`src/rtl/radar_signal_generator.sv`:
```
`default_nettype none
// ============================================================================
// Module  : radar_signal_generator
// Brief   : ARP / ACP / TRIG radar timing generator paced by a 1 MHz US_CLK.
// Rev     : 1.0  initial release
// ============================================================================
module radar_signal_generator #(
    parameter int DATA_WIDTH    = 32,
    parameter int ARP_PULSE_US  = 10,
    parameter int TRIG_PULSE_US = 1
) (
    input  logic                  SYS_CLK,
    input  logic                  RST,
    input  logic                  US_CLK,
    input  logic                  EN,
    input  logic [DATA_WIDTH-1:0] CFG_ARP_US,
    input  logic [DATA_WIDTH-1:0] CFG_ACP_CNT,
    input  logic [DATA_WIDTH-1:0] CFG_TRIG_US,
    output logic                  ARP,
    output logic                  ACP,
    output logic                  TRIG,
    output logic                  RUNNING,
    output logic                  CFG_ERR
);

    localparam int AW = DATA_WIDTH + 2;
    localparam logic [DATA_WIDTH-1:0] c_one        = DATA_WIDTH'(1);
    localparam logic [DATA_WIDTH-1:0] c_two        = DATA_WIDTH'(2);
    localparam logic [DATA_WIDTH-1:0] c_arp_pulse  = DATA_WIDTH'(ARP_PULSE_US);
    localparam logic [DATA_WIDTH-1:0] c_trig_pulse = DATA_WIDTH'(TRIG_PULSE_US);

    typedef enum logic [0:0] {
        S_IDLE = 1'b0,
        S_RUN  = 1'b1
    } state_t;

    state_t r_state;
    state_t w_state_nxt;

    logic r_us_meta, r_us_sync, r_us_prev;
    logic w_tick;

    logic [DATA_WIDTH-1:0] r_rc, r_tc, r_sh_arp, r_sh_acp, r_sh_trig;
    logic [AW-1:0]         r_acc;
    logic                  r_arp, r_acp, r_trig, r_cfg_err;

    logic [DATA_WIDTH-1:0] w_rc_nxt, w_tc_nxt;
    logic [AW-1:0]         w_acc_nxt;
    logic                  w_arp_nxt, w_acp_nxt, w_trig_nxt, w_err_nxt, w_load;

    logic [DATA_WIDTH:0]   w_cfg_acp_x2;
    logic                  w_cfg_valid;
    logic [AW-1:0]         w_acc_sum, w_acc_step;
    logic                  w_acp_wrap;
    logic [DATA_WIDTH-1:0] w_tc_step;
    logic                  w_boundary;

    // US_CLK is asynchronous: two synchronizer flops, then an edge flop.
    always_ff @(posedge SYS_CLK or posedge RST) begin
        if (RST) begin
            r_us_meta <= 1'b0;
            r_us_sync <= 1'b0;
            r_us_prev <= 1'b0;
        end else begin
            r_us_meta <= US_CLK;
            r_us_sync <= r_us_meta;
            r_us_prev <= r_us_sync;
        end
    end

    assign w_tick = r_us_sync & ~r_us_prev;

    assign w_cfg_acp_x2 = {CFG_ACP_CNT, 1'b0};
    assign w_cfg_valid  = (CFG_ARP_US >= c_two) && (CFG_TRIG_US >= c_two) &&
                          (CFG_ACP_CNT != '0) &&
                          (w_cfg_acp_x2 <= {1'b0, CFG_ARP_US}) &&
                          (CFG_ARP_US > c_arp_pulse) && (CFG_TRIG_US > c_trig_pulse);

    // Bresenham-style phase accumulator: 2*ACP_CNT toggles spread over ARP_US ticks.
    assign w_acc_sum  = r_acc + {1'b0, r_sh_acp, 1'b0};
    assign w_acp_wrap = (w_acc_sum >= {2'b00, r_sh_arp});
    assign w_acc_step = w_acp_wrap ? (w_acc_sum - {2'b00, r_sh_arp}) : w_acc_sum;

    assign w_tc_step  = (r_tc >= r_sh_trig - c_one) ? '0 : r_tc + c_one;
    assign w_boundary = (r_rc == r_sh_arp - c_one);

    always_ff @(posedge SYS_CLK or posedge RST) begin
        if (RST) begin
            r_state <= S_IDLE;
        end else begin
            r_state <= w_state_nxt;
        end
    end

    always_comb begin
        w_state_nxt = r_state;
        w_rc_nxt    = r_rc;
        w_tc_nxt    = r_tc;
        w_acc_nxt   = r_acc;
        w_acp_nxt   = r_acp;
        w_arp_nxt   = r_arp;
        w_trig_nxt  = r_trig;
        w_err_nxt   = r_cfg_err;
        w_load      = 1'b0;
        if (w_tick) begin
            case (r_state)
                S_IDLE: begin
                    w_rc_nxt  = '0;
                    w_tc_nxt  = '0;
                    w_acc_nxt = '0;
                    w_acp_nxt = 1'b0;
                    w_err_nxt = EN & ~w_cfg_valid;
                    if (EN && w_cfg_valid) begin
                        w_state_nxt = S_RUN;
                        w_load      = 1'b1;
                    end
                end
                S_RUN: begin
                    w_tc_nxt  = w_tc_step;
                    w_err_nxt = 1'b0;
                    if (w_boundary) begin
                        w_rc_nxt  = '0;
                        w_acc_nxt = '0;
                        w_acp_nxt = 1'b0;
                        if (EN && w_cfg_valid) begin
                            w_load = 1'b1;
                        end else begin
                            w_state_nxt = S_IDLE;
                            w_tc_nxt    = '0;
                            w_err_nxt   = EN & ~w_cfg_valid;
                        end
                    end else begin
                        w_rc_nxt  = r_rc + c_one;
                        w_acc_nxt = w_acc_step;
                        w_acp_nxt = r_acp ^ w_acp_wrap;
                    end
                end
                default: w_state_nxt = S_IDLE;
            endcase
            w_arp_nxt  = (w_state_nxt == S_RUN) && (w_rc_nxt < c_arp_pulse);
            w_trig_nxt = (w_state_nxt == S_RUN) && (w_tc_nxt < c_trig_pulse);
        end
    end

    always_ff @(posedge SYS_CLK or posedge RST) begin
        if (RST) begin
            r_rc      <= '0;
            r_tc      <= '0;
            r_acc     <= '0;
            r_arp     <= 1'b0;
            r_acp     <= 1'b0;
            r_trig    <= 1'b0;
            r_cfg_err <= 1'b0;
            r_sh_arp  <= '0;
            r_sh_acp  <= '0;
            r_sh_trig <= '0;
        end else begin
            r_rc      <= w_rc_nxt;
            r_tc      <= w_tc_nxt;
            r_acc     <= w_acc_nxt;
            r_arp     <= w_arp_nxt;
            r_acp     <= w_acp_nxt;
            r_trig    <= w_trig_nxt;
            r_cfg_err <= w_err_nxt;
            if (w_load) begin
                r_sh_arp  <= CFG_ARP_US;
                r_sh_acp  <= CFG_ACP_CNT;
                r_sh_trig <= CFG_TRIG_US;
            end
        end
    end

    assign ARP     = r_arp;
    assign ACP     = r_acp;
    assign TRIG    = r_trig;
    assign RUNNING = (r_state == S_RUN);
    assign CFG_ERR = r_cfg_err;

endmodule
`default_nettype wire

```
`config.mk`:
```
export PLATFORM = sky130hd
export DESIGN_NAME = radar_signal_generator
export DESIGN_NICKNAME = d
export VERILOG_FILES = /design/src/rtl/radar_signal_generator.sv
export SDC_FILE = /design/constraint.sdc
export NUM_CORES = 1
export LEC_CHECK = 0
export ABC_CLOCK_PERIOD_IN_PS = 7000
export BUFFER_PORTS_ARGS = -buffer_cell sky130_fd_sc_hd__buf_4
export CAP_MARGIN = 0
export CELL_PAD_IN_SITES_DETAIL_PLACEMENT = 1
export CELL_PAD_IN_SITES_GLOBAL_PLACEMENT = 1
export CORE_ASPECT_RATIO = 1.4
export CORE_UTILIZATION = 48
export DETAILED_ROUTE_END_ITERATION = 10
export GPL_TIMING_DRIVEN = 0
export MAX_ROUTING_LAYER = met4
export PLACE_DENSITY = 0.86
export SKIP_CTS_REPAIR_TIMING = 1
export SLEW_MARGIN = 20
export SYNTH_ARGS = -nofsm -noshare
export SYNTH_HDL_FRONTEND = slang
export SYNTH_SLANG_ARGS = --single-unit
```
`constraint.sdc`:
```
create_clock -name SYS_CLK -period 7 [get_ports SYS_CLK]
set_clock_uncertainty 0.15 [all_clocks]
set_input_delay 0 -clock SYS_CLK [delete_from_list [all_inputs] [get_ports SYS_CLK]]
set_output_delay 0 -clock SYS_CLK [all_outputs]
set_load 0.02 [all_outputs]
```
[Word-level counts from Yosys, hierarchy flattened]
Cells that the tools add are included.
Word-level totals
  output and inout port bits: 5
  bits in registers: 202
  bits of input ports: 100
  word-level logic and storage cells: 68
Cells by class
  reductions and logical operators: 9
  order comparisons: 9
  add/subtract/negate cells: 6
  muxes and demuxes: 23
  bitwise operators: 6
  eq/ne operators: 1
Operators with widths (count)
  32-bit 2-to-1 mux: 6
  32-bit case mux with 2 select lines: 2
  34-bit 2-to-1 mux: 2
  34-bit case mux with 2 select lines: 1
  32-bit by 1-bit adder with 32-bit output, second input constant: 2
  32-bit by 2-bit >= comparator with 1-bit output, second input constant: 2
  32-bit by 1-bit subtractor with 32-bit output, second input constant: 2
  34-bit by 33-bit adder with 34-bit output: 1
  34-bit by 32-bit >= comparator with 1-bit output: 1
  34-bit by 32-bit subtractor with 34-bit output: 1
  33-bit by 32-bit less-or-equal comparator with 1-bit output: 1
  32-bit equality test: 1
  32-bit >= comparator: 1
  32-bit by 1-bit greater-than comparator with 1-bit output, second input constant: 1
  32-bit by 4-bit greater-than comparator with 1-bit output, second input constant: 1
  32-bit by 1-bit less-than comparator with 1-bit output, second input constant: 1
  32-bit by 4-bit less-than comparator with 1-bit output, second input constant: 1
  32-bit nonzero test: 1
  1-bit logical AND: 8
  1-bit 2-to-1 mux: 8
  1-bit case mux with 2 select lines: 4
  1-bit inverter: 3
  1-bit AND: 2
  1-bit bitwise XOR: 1

[Longest topological paths before layout]
  word-level depth: 13
  depth in mapped cells: 23

[Least setup slack after synthesis]
No wires, ideal clock.
  kind: register to register
  from: reg r_sh_acp[0]
  to: reg r_acc[1]
  data required time: 6.728 ns
  arrival: 5.155 ns
  path slack: 1.574 ns
  clock period less this slack: 5.426 ns
  setup time: 0.122 ns
  cell stages (with the launch flop): 23
  path buffers: 3
  cell sequence: dfrtp_1 > ha_1 > fa_1 > a211oi_1 > o21ai_0 > a221oi_1 > o21ai_0 > a21o_1 > a21oi_1 > nor3_1 > a311o_1 > ha_1 > clkbuf_1 > a21oi_1 > nor2b_1 > o21ai_0 > nand2b_1 > o31ai_1 > o2111a_1 > buf_2 > buf_1 > nand2_1 > a32o_1
On the way
  cells in the longest elaborated chain, start to end: 5
RTL lines
  start, declared: RTL line 43  | logic [DATA_WIDTH-1:0] r_rc, r_tc, r_sh_arp, r_sh_acp, r_sh_trig;
  start signal, assigned: RTL line 155  | r_sh_acp <= '0;
  start signal, assigned: RTL line 167  | r_sh_acp <= CFG_ACP_CNT;
  34-bit by 33-bit adder with 34-bit output (*): RTL line 80  | assign w_acc_sum = r_acc + {1'b0, r_sh_acp, 1'b0};
  34-bit by 32-bit subtractor with 34-bit output or 34-bit by 32-bit >= comparator with 1-bit output (tied branches): RTL line 82, 81
  34-bit 2-to-1 mux (*): RTL line 82  | assign w_acc_step = w_acp_wrap ? (w_acc_sum - {2'b00, r_sh_arp}) : w_acc_sum;
  34-bit 2-to-1 mux (*): RTL line 121  | if (w_boundary) begin
  34-bit case mux with 2 select lines (*): RTL line 106  | case (r_state)
  end signal, assigned: RTL line 160  | r_acc <= w_acc_nxt;
  end, declared: RTL line 44  | logic [AW-1:0] r_acc;
Mark *: on every way between the ends. The rest lies on a longest branch, timed or not.
A chain may end at the register's enable or synchronous reset.

[Final worst setup path]
  from: reg r_sh_acp[0]
  to: reg r_acc[5]
The elaborated chain is that of the path after synthesis.

==> key figures <==
Synthesis
  • Post-synth top cells: 222 x nand2_1, 202 x dfrtp_1, 180 x o21ai_0
  • Area contributors post-synth: dfrtp_1 30%, ha_1 9.7%, o21ai_0 5.4%
  • Syn Area/Cell: 8.46 µm²
  • Post-synthesis sequential area ratio: a little under a third
  • Most common cell in the synthesized netlist: nand2_1
  • Yosys warnings: 0
  • Yosys top cell area share: 30.0%
  • Post-Syn Area: approximately 17,000 µm²
  • Number of flops mapped to enable cells by yosys: 0
  • Post-synthesis cell count: between 1,500 and 2,000
  • Ys async rst share: between 90% and 100%
  • Register bit total from synthesis: around 200
  • Main flop type after synthesis: dfrtp_1
  • Synth cell types: 83
  • Net Count, Synth: 2,222
  • Yosys top cell by area: dfrtp_1

Clock tree
  • H-tree Lvls: 1
  • Sink Count: between 200 and 250
  • Clock-pin slew on the worst setup and hold paths: around 80 ps
  • CTS tree: yes
  • Clock Path Buffers: 3
  • Root Buffer: clkbuf_16
  • Clock Latency Late Sink: 580 ps
  • Cts bufs inserted: 25

Detailed routing
  • Final wirelength: 78,300 µm
  • Via count: 18,200
  • Router iterations before antenna repair: 5
  • Routed wire per std cell: 28.9 µm
  • ANT nets after route: 0
  • DR iter-0 viols: 1,385
  • Vias per inst: 6.74
  • # DRC: 0

Floorplan
  • Chip height: 224 µm
  • Die width: between 150 and 200 µm
  • Num ports: 105
  • Rows: 80
  • Die ar.: 35,800 µm²
  • Starting Density: 49.0%
  • Core Area: 34,300 µm²

STA
  • Fin crit period: 6760 ps
  • Final Max Slew Viols: 0
  • Peak Freq: 148 MHz
  • WHS: 74.1 ps
  • Hold Vio Cnt, Final: 0
  • Max-slew headroom: 29.0%
  • Slew @ Worst Pin: 1060 ps
  • Final cycle utilization of the critical path: 96.6%
  • RSZ-0062 raised after global routing: false
  • Final setup vio count: 0
  • Fin Setup TNS: 0 ps

Cells and area
  • Area growth syn-to-layout: 20.0%
  • Fill count: between 4,000 and 5,000
  • Utilization after layout: roughly three fifths
  • Layout cells sized above 1: 11.3%
  • Final nets: 2,455

Setup path
  • Setup slack, reg-to-reg: approximately 240 ps
  • Required @ worst endpoint: 7280 ps
  • Worst r2r dst: r_acc[5]
  • CP endpoint kind: register
  • Critical Path Fanout Max: 10
  • Reg2reg start: r_sh_acp[0]
  • Crit path kind: reg2reg
  • R2r worst-path depth: 22
  • WP data arrival: approximately 7000 ps
  • Type of origin of the critical path: register

Min path
  • Hold EP: r_sh_trig[18]
  • Min-Delay Path Depth: 3
  • Hold Crit Class: in2reg
  • HP Start: CFG_TRIG_US[18]

Pwr
  • VDD IR max: ~0.25 mV
  • Total power: 0.00368 W
  • Pwr Density: 182 nW/µm²
  • P_leak: around 9.0 nW

Outcome
  • Status: finished clean

Global routing
  • Gr ovfl total: 0
  • Antenna violations before repair: 15
  • Vias in the first global route: 17,900
  • First-pass GRT wire length: 100,000 µm
  • All-layer global routing usage: 37.1%
  • Largest net degree at the start of global routing: 89

Placed design
  • Port-buffer cells: 104
  • GP Congestion: about 0.98
  • Post-DP HPWL: 50,300 µm

Run
  • Max cap viols: 0
-- state kept, by name, summed over array words and instances (netlist names), 32 cells and up --
name       flops
r_rc          32
r_sh_arp      32
r_sh_acp      32
r_sh_trig     32
r_tc          32
r_acc         34
-- metrics by stage --
stage | cells | worst slack [ps] | area (µm²)
floorplan | 1989 | 1340 | 16800
global placement | 2544 | -1370 | 18200
detailed placement | 2546 | -286 | 18300
CTS | 2589 | -346 | 19100
global route | 2705 | 106 | 20200
finish | 2706 | 241 | 20200
-- per-layer routing --
| layer | vias up | share of wire [%] | global-route usage, % | wire, µm |
|---|---|---|---|---|
| met1 | 8979 | 33 | 37.0 | 26000 |
| li1 | 7815 | - | - | - |
| met5 | - | 0 | - | 0 |
| met4 | 0 | 11 | 25.2 | 8410 |
| met2 | 920 | 49 | 67.2 | 38400 |
| met3 | 525 | 7.0 | 4.65 | 5490 |
-- how the worst max path moves through the flow --
| stage | start | slack (ps) | cells after the start | end |
|---|---|---|---|---|
| after floorplan | RST | 1340 | 1 | ACP |
| after global placement | RST | -1370 | 2 | r_sh_acp[17] |
| after detailed placement | r_sh_acp[0] | -290 | 23 | r_acc[10] |
| after CTS | r_sh_acp[0] | -350 | 23 | r_acc[10] |
| after global routing | r_sh_acp[0] | 110 | 22 | r_acc[5] |
| final | r_sh_acp[0] | 240 | 22 | r_acc[5] |
-- cell type report --
cell class	count	area [µm²]	share of cell area [%]
repair buffers	206	1840	9.09
well taps	451	564	2.79
plain buffers	103	473	2.34
flip-flops and latches	202	5050	25.0
diodes	17	42.5	0.211
clock inverters	7	123	0.607
inverters	92	353	1.75
clock buffers	36	757	3.75
multi-input cells	1592	11000	54.4
-- layout by cell type (no fill, tap or decap), types with 18 or more instances in the layout --
| master | netlist | layout |
|---|---|---|
| and3_1 | 30 | 30 |
| nor2_1 | 95 | 95 |
| xnor2_1 | 97 | 97 |
| nand2_1 | 222 | 222 |
| nor3_1 | 59 | 59 |
| nand4_1 | 50 | 50 |
| nor2b_1 | 25 | 25 |
| a21oi_1 | 105 | 105 |
| a21o_1 | 47 | 47 |
| nand2b_1 | 19 | 19 |
| mux2_1 | 21 | 21 |
| dfrtp_1 | 202 | 202 |
| o31ai_1 | 33 | 32 |
| clkbuf_1 | 72 | 74 |
| inv_1 | 92 | 91 |
| nand3_1 | 56 | 56 |
| dlygate4sd3_1 | 0 | 100 |
| buf_4 | 4 | 108 |
| mux2_2 | 42 | 42 |
| ha_1 | 131 | 131 |
| clkbuf_16 | 0 | 25 |
| o21ai_0 | 180 | 180 |
| a22o_1 | 18 | 18 |
| nor4_1 | 57 | 57 |
| xor2_1 | 48 | 48 |
-- kinds of logic after synthesis --
group	share of synthesized area, %
AOI/OAI and AO/OA	20.5
buffers and inverters	4.85
and+or+nand+nor	21.2
muxes	5.82
xor gates and xnor gates	7.68
adders and majority gates	9.97
DFF	30.0
-- critical path, stage by stage, from the launching register on --
cell      delay [ps]
dfrtp_1          400
ha_1             260
fa_1             450
a211oi_1         290
o21ai_0          330
a221oi_4         530
o21ai_0          210
a21o_1           230
a21oi_1          380
nor3_1           100
a311o_1          330
ha_1             280
clkbuf_1         180
a21oi_1          180
nor2b_1           60
o21ai_0          160
nand2b_1         120
o31ai_2          560
o2111a_1         230
buf_2            210
clkbuf_1         480
o21ai_0          250
a22o_1           250
-- power by group --
| part | switching, W | internal (W) |
|---|---|---|
| logic | 0.000555 | 0.000333 |
| registers | 0.0000999 | 0.00122 |
| clock network | 0.000611 | 0.000858 |
Power figures use the tool's default switching activity.
